<file path="src/rtl/uart_core_param.sv">
// uart_core_param: parametrised UART transceiver with valid/ready parallel sides.
//   BAUD_DIV  clock cycles per serial bit (>=4)
//   DATA_BITS data bits per frame (5..9)
//   PARITY    0 none, 1 odd, 2 even
//   STOP_BITS stop bits transmitted (1 or 2)
// Ports:
//   clk, reset                  system clock, async active-high reset
//   loopback                    route serial TX into RX internally, tx_out held 1
//   tx_data/tx_valid/tx_ready   transmit word handshake; tx_busy = ~tx_ready
//   tx_out                      serial output pin
//   rx_in                       serial input pin (asynchronous)
//   rx_data/rx_valid/rx_ready   receive word handshake
//   rx_parity_err/rx_frame_err  status of the word in rx_data
//   rx_overrun                  a frame was dropped while rx_valid was set
//
// Both FSMs share one state set:
//   state   | meaning
//   S_IDLE  | line idle, waiting for a word (TX) or a falling edge (RX)
//   S_START | start bit
//   S_DATA  | data bits, LSB first
//   S_PAR   | parity bit (only visited when PARITY != 0)
//   S_STOP  | stop bit(s); RX samples only the first one
module uart_core_param #(
  parameter int BAUD_DIV  = 868,
  parameter int DATA_BITS = 8,
  parameter int PARITY    = 0,
  parameter int STOP_BITS = 1
) (
  input  logic                 clk,
  input  logic                 reset,
  input  logic                 loopback,
  input  logic [DATA_BITS-1:0] tx_data,
  input  logic                 tx_valid,
  output logic                 tx_ready,
  output logic                 tx_busy,
  output logic                 tx_out,
  input  logic                 rx_in,
  output logic [DATA_BITS-1:0] rx_data,
  output logic                 rx_valid,
  input  logic                 rx_ready,
  output logic                 rx_parity_err,
  output logic                 rx_frame_err,
  output logic                 rx_overrun
);

  localparam int CW = $clog2(BAUD_DIV);
  localparam int IW = $clog2(DATA_BITS + 1);
  localparam logic [CW-1:0] BIT_LAST  = CW'(BAUD_DIV - 1);
  localparam logic [CW-1:0] HALF_BIT  = CW'(BAUD_DIV / 2);
  localparam logic [IW-1:0] DATA_LAST = IW'(DATA_BITS - 1);
  localparam logic [IW-1:0] STOP_LAST = IW'(STOP_BITS - 1);
  localparam logic          HAS_PAR   = (PARITY != 0);
  localparam logic          PAR_ODD   = (PARITY == 1);

  typedef enum logic [2:0] {S_IDLE, S_START, S_DATA, S_PAR, S_STOP} state_t;

  state_t               tx_state;
  logic [CW-1:0]        tx_cnt;
  logic [IW-1:0]        tx_idx;
  logic [DATA_BITS-1:0] tx_shift;
  logic                 tx_par;
  logic                 tx_ser;

  state_t               rx_state;
  logic [CW-1:0]        rx_cnt;
  logic [IW-1:0]        rx_idx;
  logic [DATA_BITS-1:0] rx_shift;
  logic                 rx_par_bad;
  logic                 sync1, sync2;

  assign tx_busy = ~tx_ready;
  // In loopback the pin idles high while the frame travels internally.
  assign tx_out  = loopback | tx_ser;

  always_ff @(posedge clk or posedge reset) begin
    if (reset) begin
      tx_state <= S_IDLE;
      tx_cnt   <= '0;
      tx_idx   <= '0;
      tx_shift <= '0;
      tx_par   <= 1'b0;
      tx_ser   <= 1'b1;
      tx_ready <= 1'b1;
    end else begin
      case (tx_state)
        S_IDLE: begin
          if (tx_valid) begin
            tx_shift <= tx_data;
            tx_par   <= (^tx_data) ^ PAR_ODD;
            tx_ser   <= 1'b0;
            tx_cnt   <= BIT_LAST;
            tx_ready <= 1'b0;
            tx_state <= S_START;
          end
        end
        S_START: begin
          if (tx_cnt == '0) begin
            tx_ser   <= tx_shift[0];
            tx_shift <= tx_shift >> 1;
            tx_idx   <= '0;
            tx_cnt   <= BIT_LAST;
            tx_state <= S_DATA;
          end else begin
            tx_cnt <= tx_cnt - 1'b1;
          end
        end
        S_DATA: begin
          if (tx_cnt == '0) begin
            tx_cnt <= BIT_LAST;
            if (tx_idx == DATA_LAST) begin
              tx_idx <= '0;
              if (HAS_PAR) begin
                tx_ser   <= tx_par;
                tx_state <= S_PAR;
              end else begin
                tx_ser   <= 1'b1;
                tx_state <= S_STOP;
              end
            end else begin
              tx_ser   <= tx_shift[0];
              tx_shift <= tx_shift >> 1;
              tx_idx   <= tx_idx + 1'b1;
            end
          end else begin
            tx_cnt <= tx_cnt - 1'b1;
          end
        end
        S_PAR: begin
          if (tx_cnt == '0) begin
            tx_ser   <= 1'b1;
            tx_idx   <= '0;
            tx_cnt   <= BIT_LAST;
            tx_state <= S_STOP;
          end else begin
            tx_cnt <= tx_cnt - 1'b1;
          end
        end
        S_STOP: begin
          if (tx_cnt == '0) begin
            if (tx_idx == STOP_LAST) begin
              tx_ready <= 1'b1;
              tx_state <= S_IDLE;
            end else begin
              tx_idx <= tx_idx + 1'b1;
              tx_cnt <= BIT_LAST;
            end
          end else begin
            tx_cnt <= tx_cnt - 1'b1;
          end
        end
        default: tx_state <= S_IDLE;
      endcase
    end
  end

  // The loopback source goes through the same synchroniser so timing matches the pin path.
  always_ff @(posedge clk or posedge reset) begin
    if (reset) begin
      sync1 <= 1'b1;
      sync2 <= 1'b1;
    end else begin
      sync1 <= loopback ? tx_ser : rx_in;
      sync2 <= sync1;
    end
  end

  always_ff @(posedge clk or posedge reset) begin
    if (reset) begin
      rx_state      <= S_IDLE;
      rx_cnt        <= '0;
      rx_idx        <= '0;
      rx_shift      <= '0;
      rx_par_bad    <= 1'b0;
      rx_data       <= '0;
      rx_valid      <= 1'b0;
      rx_parity_err <= 1'b0;
      rx_frame_err  <= 1'b0;
      rx_overrun    <= 1'b0;
    end else begin
      // Handshake first; a delivery on the same edge below overrides these clears.
      if (rx_valid && rx_ready) begin
        rx_valid      <= 1'b0;
        rx_parity_err <= 1'b0;
        rx_frame_err  <= 1'b0;
        rx_overrun    <= 1'b0;
      end
      case (rx_state)
        S_IDLE: begin
          if (!sync2) begin
            rx_cnt   <= HALF_BIT;
            rx_state <= S_START;
          end
        end
        S_START: begin
          if (rx_cnt == '0) begin
            if (sync2) begin
              rx_state <= S_IDLE;
            end else begin
              rx_idx   <= '0;
              rx_cnt   <= BIT_LAST;
              rx_state <= S_DATA;
            end
          end else begin
            rx_cnt <= rx_cnt - 1'b1;
          end
        end
        S_DATA: begin
          if (rx_cnt == '0) begin
            rx_shift <= {sync2, rx_shift[DATA_BITS-1:1]};
            rx_cnt   <= BIT_LAST;
            if (rx_idx == DATA_LAST) begin
              rx_state <= HAS_PAR ? S_PAR : S_STOP;
            end else begin
              rx_idx <= rx_idx + 1'b1;
            end
          end else begin
            rx_cnt <= rx_cnt - 1'b1;
          end
        end
        S_PAR: begin
          if (rx_cnt == '0) begin
            rx_par_bad <= sync2 ^ (^rx_shift) ^ PAR_ODD;
            rx_cnt     <= BIT_LAST;
            rx_state   <= S_STOP;
          end else begin
            rx_cnt <= rx_cnt - 1'b1;
          end
        end
        S_STOP: begin
          if (rx_cnt == '0) begin
            rx_state <= S_IDLE;
            if (!rx_valid || rx_ready) begin
              rx_data       <= rx_shift;
              rx_parity_err <= rx_par_bad;
              rx_frame_err  <= ~sync2;
              rx_valid      <= 1'b1;
            end else begin
              rx_overrun <= 1'b1;
            end
          end else begin
            rx_cnt <= rx_cnt - 1'b1;
          end
        end
        default: rx_state <= S_IDLE;
      endcase
    end
  end

endmodule

</file>
<file path="config.mk">
export PLATFORM = sky130hd
export DESIGN_NAME = uart_core_param
export DESIGN_NICKNAME = d
export VERILOG_FILES = /design/src/rtl/uart_core_param.sv
export SDC_FILE = /design/constraint.sdc
export NUM_CORES = 1
export LEC_CHECK = 0
export ABC_AREA = 1
export CORE_ASPECT_RATIO = 0.5
export CORE_MARGIN = 2
export CORE_UTILIZATION = 63
export DETAILED_ROUTE_END_ITERATION = 6
export PLACE_DENSITY = 0.85
export SLEW_MARGIN = 20
export SYNTH_ARGS = -nofsm -noshare
export SYNTH_HDL_FRONTEND = slang
export SYNTH_SLANG_ARGS = --single-unit
</file>
<file path="constraint.sdc">
create_clock -name clk -period 5.31 [get_ports clk]
set_clock_uncertainty 0.05 [all_clocks]
set_input_delay 1.3275 -clock clk [delete_from_list [all_inputs] [get_ports clk]]
set_output_delay 1.3275 -clock clk [all_outputs]
set_load 0.02 [all_outputs]
</file>
* Word-level counts from Yosys, hierarchy flattened
Index checks and enable logic that the tools add are counted.
** Operators by class
- Muxes and demuxes :: 69
- Reductions and logical operators :: 31
- Bitwise operators :: 4
- Eq/ne operators :: 31
- $add $sub $neg :: 4
** Operators with widths (number)
- 10-bit 2-to-1 mux :: 9
- 10-bit one-hot mux with 4 select lines :: 1
- 3-bit 2-to-1 mux :: 13
- 4-bit 2-to-1 mux :: 9
- 2-bit inequality test, second input constant :: 18
- 8-bit 2-to-1 mux :: 4
- 10-bit one-hot mux with 3 select lines :: 1
- 3-bit one-hot mux with 5 select lines :: 2
- 1-bit 2-to-1 mux :: 24
- 8-bit one-hot mux with 3 select lines :: 1
- 10-bit zero test :: 2
- 5-bit AND reduction :: 4
- 10-bit by 1-bit subtractor with 10-bit output, second input constant :: 2
- 3-bit by 2-bit equality test with 1-bit output, second input constant :: 4
- 4-bit one-hot mux with 3 select lines :: 1
- 3-bit nonzero test :: 3
- 4-bit by 1-bit adder with 4-bit output, second input constant :: 2
- 4-bit by 3-bit equality test with 1-bit output, second input constant :: 2
- 4-bit one-hot mux with 2 select lines :: 1
- 4-bit AND reduction :: 2
- 4-bit nonzero test :: 2
- 8-bit XOR reduction :: 1
- 7-bit AND reduction :: 1
- 3-bit by 1-bit equality test with 1-bit output, second input constant :: 2
- other kinds (20) :: 28
** Word-level totals
- Word-level logic and storage cells :: 157
- Input port bits :: 14
- Bits in registers :: 67
- Output and inout port bits :: 15

* Depth between registers and ports, before layout
Gate-level depths: netlist of run 1.
- Depth after elaboration :: 5
- Gate-level depth with buffers :: 11
- Mapped depth without buffers :: 11

* Least setup slack after synthesis of run 1
Ideal clock, no wire load.
- Kind :: input to output
- Start point :: input loopback
- End point :: output tx_out
- Arrival time :: 1.522 ns
- Path slack :: 2.410 ns
- Stages on the path :: 2
- Data required time :: 3.933 ns
- Path buffers :: 0
- Cell sequence :: inv_1 > nand2_1
** Between the ends
- Longest elaborated chain between the ends :: 1
** Ends and longest elaborated chain
- start, declared :: line 31 : input logic loopback,
- 1-bit bitwise OR :: line 73 : assign tx_out = loopback | tx_ser;
- end, declared :: line 36 : output logic tx_out,
Every way passes these cells.

* Worst setup path in the final report of run 1
Same ends and word-level chain as after synthesis.

==> impl_metrics.json, run 1 <==
{
  "outcome": "complete, no violations",
  "cts_max_path_buffers": 2,
  "required_ps": 3930,
  "htree_levels": 3,
  "grt_overflow": 0,
  "hp-class": "reg -> reg",
  "post_cts_buffers": 0,
  "synth-seq-cells": 67,
  "ys_seq_area_share_pct": 43.8,
  "cts_tree": "built",
  "cp_top_family": "buffers and inverters",
  "fp.coreArea_um2": 5980,
  "start_util_pct": 64.3,
  "ys_warn_count": 0,
  "regArea_um2": 1680,
  "fin_ws_ps": 1440,
  "endpoint_kind": "primary output",
  "syn_avg_cell_area_um2": 7.54,
  "grt_usage_pct": 26.4,
  "clkTransAtPathRegs_ps": 50,
  "fp.dieArea_um2": 6780,
  "dr.pass1.iters": 7,
  "wl_per_cell_um": 12.7,
  "num_rows": 20,
  "syn_nets": 530,
  "drtIter0Drc": 239,
  "antenna_left": 0,
  "drv_cap": 0,
  "r2r_end": "rx_parity_err",
  "worstMarginPinSlew_ps": 919,
  "synthesis.area_um2": 3840,
  "portBuffers": 28,
  "antenna_found_initial": 0,
  "ctsHoldBuffers": 0,
  "peakVddDrop_mv": 0.278,
  "slew_headroom_pct": 38.6,
  "cp_num_cells": 4,
  "tns_ps": 0,
  "syn_inst": 510,
  "timing.fmax_mhz": 259,
  "path_max_fanout": 3,
  "io_pins": 29,
  "post-route-drc-count": 0,
  "diodes": 0,
  "multi_input_area_um2": 1830,
  "clockRootBuffer": "clkbuf_16",
  "met1_usage_pct": 33.2,
  "grt_pass1_vias": 3149,
  "ys_types": 34,
  "numCtsBuffers": 9,
  "setup.worst_path.start": "loopback",
  "powerDensity_nw_per_um2": 401,
  "fp.dieH_um": 59.2,
  "place_congestion": 0.943,
  "crit_top_cell": "clkdlybuf4s50_1",
  "whs_ps": 310,
  "crit_end": "tx_out",
  "clock-sinks": 67,
  "slowest_stage": "clkdlybuf4s50_1",
  "final_nets": 565,
  "timing.rr.start": "rx_cnt[0]",
  "crit_type": "in -> out",
  "pre_cts_slack_ps": 1450,
  "setup_violations": 0,
  "cts_resized": 0,
  "grt_start_max_net_pins": 47,
  "start_kind": "primary input",
  "crit_path_max_incr_delay_ps": 590,
  "post-route-util_pct": 74.9,
  "grtUsageMet2_pct": 44.2,
  "grt_pass1_wl_um": 13900,
  "rsz0062_at_grt": "false",
  "finalHoldViolCount": 0,
  "syn_to_final_growth_pct": 16.5,
  "layout_min_cycle_time_ps": 3870,
  "p_leak_nw": 2.25,
  "path_buf_inv": 3,
  "place_hpwl_um": 5550,
  "vias": 3397,
  "drive_gt1_share_pct": 11.1,
  "rrSetupSlack_ps": 3280,
  "path_cells": "clkdlybuf4s50_1 -> inv_1 -> nand2_1 -> clkdlybuf4s50_1",
  "layout_common_cells": "154 x nand2_1, 69 x inv_1, 63 x dfrtp_1",
  "grtUsageMet3_pct": 8.18,
  "viasPerCell": 5.42,
  "clk_latency_ps": 330,
  "slew_violations": 0,
  "n_fill_cell": 446,
  "timing.final.crit_share_pct": 72.8,
  "grt.busiest_layer": "met2",
  "arrival_ps": 2490,
  "final_common_cell": "nand2_1",
  "die_x_um": 114,
  "reg2reg_depth": 9,
  "routed_wl_um": 7960
}
==> flip-flops by register name, indices dropped and copies added (netlist names) <==
register,count
sync1,1
rx_cnt,10
tx_ser,1
tx_idx,4
rx_valid,1
rx_parity_err,1
tx_ready,1
rx_shift,8
rx_frame_err,1
rx_overrun,1
sync2,1
rx_data,8
rx_par_bad,1
rx_state,3
tx_shift,8
rx_idx,4
tx_state,3
tx_cnt,10
==> worst reg2reg max path, stage by stage, from the launching register on <==
cell and delay, ps:
dfrtp_1 390, inv_1 100, ha_1 200, nand3_2 140, nor2_4 200, nand2_4 140
clkinv_2 120, nand3_2 320, nand3_1 200, o21ai_2 60
==> how the worst min path moves through the flow <==
stage	startpoint	endpoint	slack, ps	cells past startpoint
finish	sync1	sync2	310	0
global route	sync1	sync2	320	0
CTS	sync1	sync2	310	0
detailed placement	sync1	sync2	310	0
global placement	sync1	sync2	300	0
floorplan	sync1	sync2	300	0
==> cell type report <==
class | instances | share of cell area [%]
Clock inverter | 5 | 1.17
Clock buffer | 11 | 5.42
Sequential cell | 67 | 37.6
Multi-Input combinational cell | 363 | 40.9
Timing Repair Buffer | 29 | 6.43
Tap cell | 77 | 2.15
Inverter | 75 | 6.32
==> where the power goes <==
part	switching (mW)	total, mW	internal, mW
logic	0.370	0.550	0.180
clock network	0.216	0.589	0.373
registers	0.0700	0.657	0.587
total	0.656	1.80	1.14
==> stage by stage <==
stage | area (um^2) | std cells | total power, mW
6_report | 4480 | 627 | 1.80
5_1_grt | 4480 | 627 | 1.93
4_1_cts | 4480 | 627 | 1.80
3_5_place_dp | 4180 | 611 | 1.20
3_3_place_gp | 4180 | 611 | 1.18
2_1_floorplan | 3840 | 510 | 1.08
==> layer usage <==
metal  share of wire, %  vias to the layer above
li1                   -                     1713
met1                 46                     1590
met2                 48                       81
met3                4.4                       13
met4                1.6                        0
met5                  0                        -
==> cells in the mapped netlist (all sizes together) <==
| master | count | area, um^2 |
|---|---|---|
| nor2 | 50 | 240 |
| inv | 74 | 278 |
| nand4 | 18 | 113 |
| or2 | 1 | 6.26 |
| nor3 | 2 | 10.0 |
| nand3 | 51 | 298 |
| dfstp | 4 | 105 |
| o31ai | 1 | 7.51 |
| a21oi | 9 | 45.0 |
| nand2 | 158 | 613 |
| o22ai | 3 | 18.8 |
| a31oi | 1 | 6.26 |
| o21ai | 53 | 318 |
| dfrtp | 63 | 1580 |
| o211ai | 1 | 7.51 |
| xor2 | 4 | 35.0 |
| buf | 5 | 46.3 |
| a22oi | 2 | 15.0 |
| nand3b | 1 | 7.51 |
| ha | 6 | 75.1 |
| clkinv | 1 | 5.00 |
| xnor2 | 2 | 17.5 |
==> logic make-up (layout without fill, tap and decap cells) <==
| group | after synthesis | in the layout | share of synthesized area [%] |
|---|---|---|---|
| AOI/OAI and AO/OA | 70 | 70 | 10.9 |
| buffers and inverters | 80 | 120 | 8.56 |
| xor gates and xnor gates | 6 | 6 | 1.37 |
| DFF | 67 | 67 | 43.7 |
| adders and majority gates | 6 | 6 | 1.95 |
| and+or+nand+nor | 281 | 281 | 33.5 |
Power figures use the tool's default switching activity.
==> run 2, diff against run 1 <==
--- a/config.mk
+++ b/config.mk
@@ -8,9 +8,9 @@
 export ABC_AREA = 1
 export CORE_ASPECT_RATIO = 0.5
 export CORE_MARGIN = 2
-export CORE_UTILIZATION = 63
+export CORE_UTILIZATION = 59
 export DETAILED_ROUTE_END_ITERATION = 6
-export PLACE_DENSITY = 0.85
+export PLACE_DENSITY = 0.8
 export SLEW_MARGIN = 20
 export SYNTH_ARGS = -nofsm -noshare
 export SYNTH_HDL_FRONTEND = slang
==> constraint.sdc (replaced) <==
create_clock -name clk -period 3.9 [get_ports clk]
set_clock_uncertainty 0.05 [all_clocks]
set_input_delay 0.975 -clock clk [delete_from_list [all_inputs] [get_ports clk]]
set_output_delay 0.975 -clock clk [all_outputs]
set_load 0.02 [all_outputs]
==> run 2 against run 1 <==
  * Non-clock buffer count up 1
  * Largest power group unchanged
  * Routed wire length down 2.5%
  * Critical path type unchanged
  * Register-to-register slack got worse by 1400 ps
==> impl_metrics.json, run 2 (same netlist as run 1, synthesis figures left out) <==
{
  "worstMarginPinSlew_ps": 492,
  "biggestRegsByFlops": "rx_cnt x10, tx_cnt x10",
  "post_cts_buffers": 0,
  "grt_overflow": 0,
  "drive_gt1_share_pct": 11.3,
  "setup_violations": 0,
  "arrival_ps": 2160,
  "htree_levels": 3,
  "routed_wl_um": 7760,
  "vias": 3333,
  "portBuffers": 28,
  "final_nets": 566,
  "grt_pass1_wl_um": 13800,
  "viasPerCell": 5.22,
  "syn_to_final_growth_pct": 17.4,
  "grt_start_max_net_pins": 25,
  "n_fill_cell": 490,
  "p_leak_nw": 2.27,
  "num_rows": 20,
  "rsz0062_at_grt": "false",
  "place_congestion": 0.905,
  "fp.dieArea_um2": 7220,
  "path_max_fanout": 3,
  "io_pins": 29,
  "slew_violations": 0,
  "endpoint_kind": "primary output",
  "regArea_um2": 1680,
  "required_ps": 2870,
  "place_hpwl_um": 5550,
  "cts_resized": 0,
  "timing.fmax_mhz": 314,
  "diodes": 0,
  "start_util_pct": 62.2,
  "slew_headroom_pct": 67.1,
  "finalHoldViolCount": 0,
  "dr.pass1.iters": 4,
  "pre_cts_slack_ps": 726,
  "grt_usage_pct": 24.8,
  "cts_tree": "built",
  "post-route-drc-count": 0,
  "die_x_um": 118,
  "final_common_cell": "nand2_1",
  "final_cells": 639,
  "antenna_left": 0,
  "fin_ws_ps": 718,
  "grt_pass1_vias": 3151,
  "multi_input_area_um2": 1830,
  "timing.final.crit_share_pct": 81.6,
  "antenna_found_initial": 0,
  "wl_per_cell_um": 12.2,
  "clockRootBuffer": "clkbuf_16",
  "powerDensity_nw_per_um2": 549,
  "clock-sinks": 67,
  "fp.dieH_um": 61.1,
  "tns_ps": 0,
  "layout_min_cycle_time_ps": 3180,
  "ctsHoldBuffers": 0,
  "numCtsBuffers": 9,
  "numPlacedInstances": 623,
  "clk_latency_ps": 330,
  "peakVddDrop_mv": 0.487,
  "cts_max_path_buffers": 2,
  "hp-class": "reg -> reg",
  "drv_cap": 0,
  "layout_common_cells": "154 x nand2_1, 69 x inv_1, 63 x dfrtp_1",
  "crit_type": "in -> out",
  "outcome": "complete, no violations",
  "clkTransAtPathRegs_ps": 50,
  "drtIter0Drc": 231,
  "start_kind": "primary input",
  "fp.coreArea_um2": 6180
}
-- run 2: changes by cell type in the layout (fill, tap and decap cells not counted), sizes merged --
cell | previous run | this run
buf | 1 | 2
bufinv | 1 | 2
clkbuf | 11 | 10
clkinv | 4 | 5
clkinvlp | 1 | 0
-- run 2: routing by layer --
metal,share of wire [%],vias up,GRT usage (%),wire length (um)
li1,-,1724,-,-
met1,47,1539,30.3,3630
met2,47,60,42.7,3680
met3,4.4,10,8.24,344
met4,1.4,0,9.12,111
met5,0,-,0,0
-- run 2: final cells by class --
cell class / instances / share of cell area [%]
multi-input combinational: 363 / 40.6
sequential: 67 / 37.3
timing repair buffer: 30 / 6.54
inverter: 75 / 6.27
clock buffer: 10 / 5.07
tap: 88 / 2.44
clock inverter: 6 / 1.77
-- run 2: where the power goes --
group | leakage, nW | switching [mW] | internal, mW
combinational | 1.25 | 0.487 | 0.246
sequential | 0.863 | 0.0939 | 0.799
clock | 0.156 | 0.296 | 0.555
-- run 2: critical path, stage by stage --
cell and delay (ps):
clkdlybuf4s50_1 460, inv_1 60, nand2_1 70, clkdlybuf4s50_1 600
-- run 2: final timing paths --
| check | startpoint | end | slack, ps | depth (start not counted) |
|---|---|---|---|---|
| worst max-delay path | loopback | tx_out | 720 | 4 |
| worst min-delay path | sync1 | sync2 | 310 | 0 |
| worst max register to register | rx_cnt[0] | rx_data[3] | 1860 | 9 |
| worst min register to register | sync1 | sync2 | 310 | 0 |
| max in group asynchronous | reset | tx_ready | 2160 | 3 |
| min in group asynchronous | reset | rx_shift[4] | 930 | 2 |
-- run 2: per-stage QoR --
| stage | area [um^2] | hold slack (ps) | utilization [%] | total power, mW |
|---|---|---|---|---|
| floorplan | 3840 | 295 | - | 1.47 |
| global placement | 4200 | 307 | 68.0 | 1.61 |
| detailed placement | 4200 | 310 | 68.0 | 1.63 |
| CTS | 4510 | 317 | 73.0 | 2.50 |
| global route | 4510 | 315 | 73.0 | 2.66 |
| finish | 4510 | 313 | 73.0 | 2.48 |
==> run 3, diff against run 2 <==
==> constraint.sdc (replaced) <==
create_clock -name clk -period 3.3 [get_ports clk]
set_clock_uncertainty 0.05 [all_clocks]
set_input_delay 0.825 -clock clk [delete_from_list [all_inputs] [get_ports clk]]
set_output_delay 0.825 -clock clk [all_outputs]
set_load 0.02 [all_outputs]
==> run 3 against run 2 <==
  * Non-clock buffer count is 1 lower
  * Register-to-register slack worse by 580 ps
  * First-iteration DRC count is 8.7% lower
  * Global-route usage is 1.3 points lower
  * Cell area is 0.33% lower
  * Worst setup slack worse by 290 ps
  * Critical endpoint unchanged
  * Die area stayed put
==> impl_metrics.json, run 3 (same netlist as run 1, synthesis figures left out) <==
{
  "outcome": "complete, no violations",
  "grt_overflow": 0,
  "cts_max_path_buffers": 2,
  "hp-class": "reg -> reg",
  "io_pins": 29,
  "grt_usage_pct": 23.4,
  "setup_violations": 0,
  "endpoint_kind": "primary output",
  "drv_cap": 0,
  "fp.coreArea_um2": 6180,
  "arrival_ps": 2000,
  "syn_to_final_growth_pct": 17.0,
  "crit_type": "in -> out",
  "post_cts_buffers": 0,
  "clkTransAtPathRegs_ps": 50,
  "finalHoldViolCount": 0,
  "seq_power_share_pct": 36.9,
  "place_area_um2": 4210,
  "clk_latency_ps": 330,
  "slew_headroom_pct": 64.7,
  "p_leak_nw": 2.25,
  "place_congestion": 0.864,
  "ctsHoldBuffers": 0,
  "crit_top_cell": "clkdlybuf4s50_1",
  "place_hpwl_um": 5520,
  "grt_start_max_net_pins": 45,
  "vias": 3362,
  "layout_min_cycle_time_ps": 2870,
  "layout_common_cells": "154 x nand2_1, 69 x inv_1, 63 x dfrtp_1",
  "numCtsBuffers": 9,
  "grt_pass1_vias": 3061,
  "switching_power_mw": 1.03,
  "worstMarginPinSlew_ps": 528,
  "regArea_um2": 1680,
  "slew_violations": 0,
  "post-route-drc-count": 0,
  "grt_pass1_wl_um": 13400,
  "crit_path_max_incr_delay_ps": 590,
  "portBuffers": 28,
  "post-route-util_pct": 72.8,
  "viasPerCell": 5.27,
  "routed_wl_um": 7840,
  "final_common_cell": "nand2_1",
  "cts_tree": "built",
  "start_util_pct": 62.2,
  "drive_gt1_share_pct": 10.5,
  "drtIter0Drc": 211,
  "powerDensity_nw_per_um2": 639,
  "fin_area_um2": 4500,
  "fp.dieArea_um2": 7220,
  "combPwrFrac_pct": 30.6,
  "pwr-share-clk_pct": 32.4,
  "multi_input_area_um2": 1830,
  "path_cells": "clkdlybuf4s50_1 -> inv_1 -> nand2_1 -> clkdlybuf4s50_1",
  "tns_ps": 0,
  "fp.dieH_um": 61.1,
  "path_max_fanout": 3,
  "final_nets": 565,
  "timing.final.crit_share_pct": 87.1,
  "htree_levels": 3,
  "start_kind": "primary input",
  "slowest_stage": "clkdlybuf4s50_1",
  "antenna_found_initial": 0,
  "antenna_left": 0,
  "dr.pass1.iters": 5,
  "required_ps": 2420,
  "swShare_pct": 36.0,
  "clockRootBuffer": "clkbuf_16",
  "p_int_mw": 1.84,
  "cts_resized": 0,
  "clock-sinks": 67,
  "rsz0062_at_grt": "false",
  "peakVddDrop_mv": 0.463,
  "die_x_um": 118,
  "n_fill_cell": 486,
  "biggestRegsByFlops": "rx_cnt x10, tx_cnt x10",
  "wl_per_cell_um": 12.3,
  "num_rows": 20,
  "diodes": 0,
  "timing.fmax_mhz": 348
}
[run 3: changes by cell type in the layout (fill, tap and decap cells not counted), sizes merged]
| cell | previous run | this run |
|---|---|---|
| bufinv | 2 | 1 |
| buf | 2 | 1 |
| clkbuf | 10 | 14 |
| clkinv | 5 | 2 |
[run 3: power by group through the flow]
stage               clock network, mW  registers, mW  logic, mW
global route                    0.985           1.07       1.01
floorplan                           0           1.03      0.703
detailed placement                  0           1.07      0.859
CTS                             0.952           1.06      0.874
global placement                    0           1.06      0.843
finish                          0.933           1.06      0.881
[run 3: layout make-up]
type | count | share of cell area (%)
tap | 88 | 2.45
clock buffer | 14 | 5.65
clock inverter | 2 | 0.779
multi-input combinational | 363 | 40.8
inverter | 75 | 6.29
timing repair buffer | 29 | 6.68
sequential | 67 | 37.4
[run 3: critical path: cells and delay by family]
family	cells	cell delay [ps]
buf+inv	3	1110
simple gates	1	60
[run 3: path summary, 6_finish.rpt]
check	startpoint	endpoint	slack, ps	cells after the start
worst max-delay path	loopback	tx_out	430	4
worst min-delay path	sync1	sync2	310	0
worst max register to register	tx_cnt[0]	tx_cnt[5]	1280	11
worst min register to register	sync1	sync2	310	0
max in group asynchronous	reset	sync1	1720	3
min in group asynchronous	reset	tx_cnt[2]	810	2
[run 3: metal layers]
metal	GRT usage [%]	vias to the layer above	wire (um)	share of wire, %
met1	29.8	1551	3700	47
met5	0	-	0	0
met2	40.3	75	3700	47
met3	5.46	12	355	4.5
met4	9.98	0	87	1.1
li1	-	1724	-	-
[run 3: stage by stage]
step	hold slack, ps	power (mW)	worst slack, ps	cells
global route	314	3.07	365	638
global placement	306	1.91	445	622
floorplan	295	1.73	748	510
finish	311	2.88	427	638
CTS	315	2.88	418	638
detailed placement	307	1.93	440	622
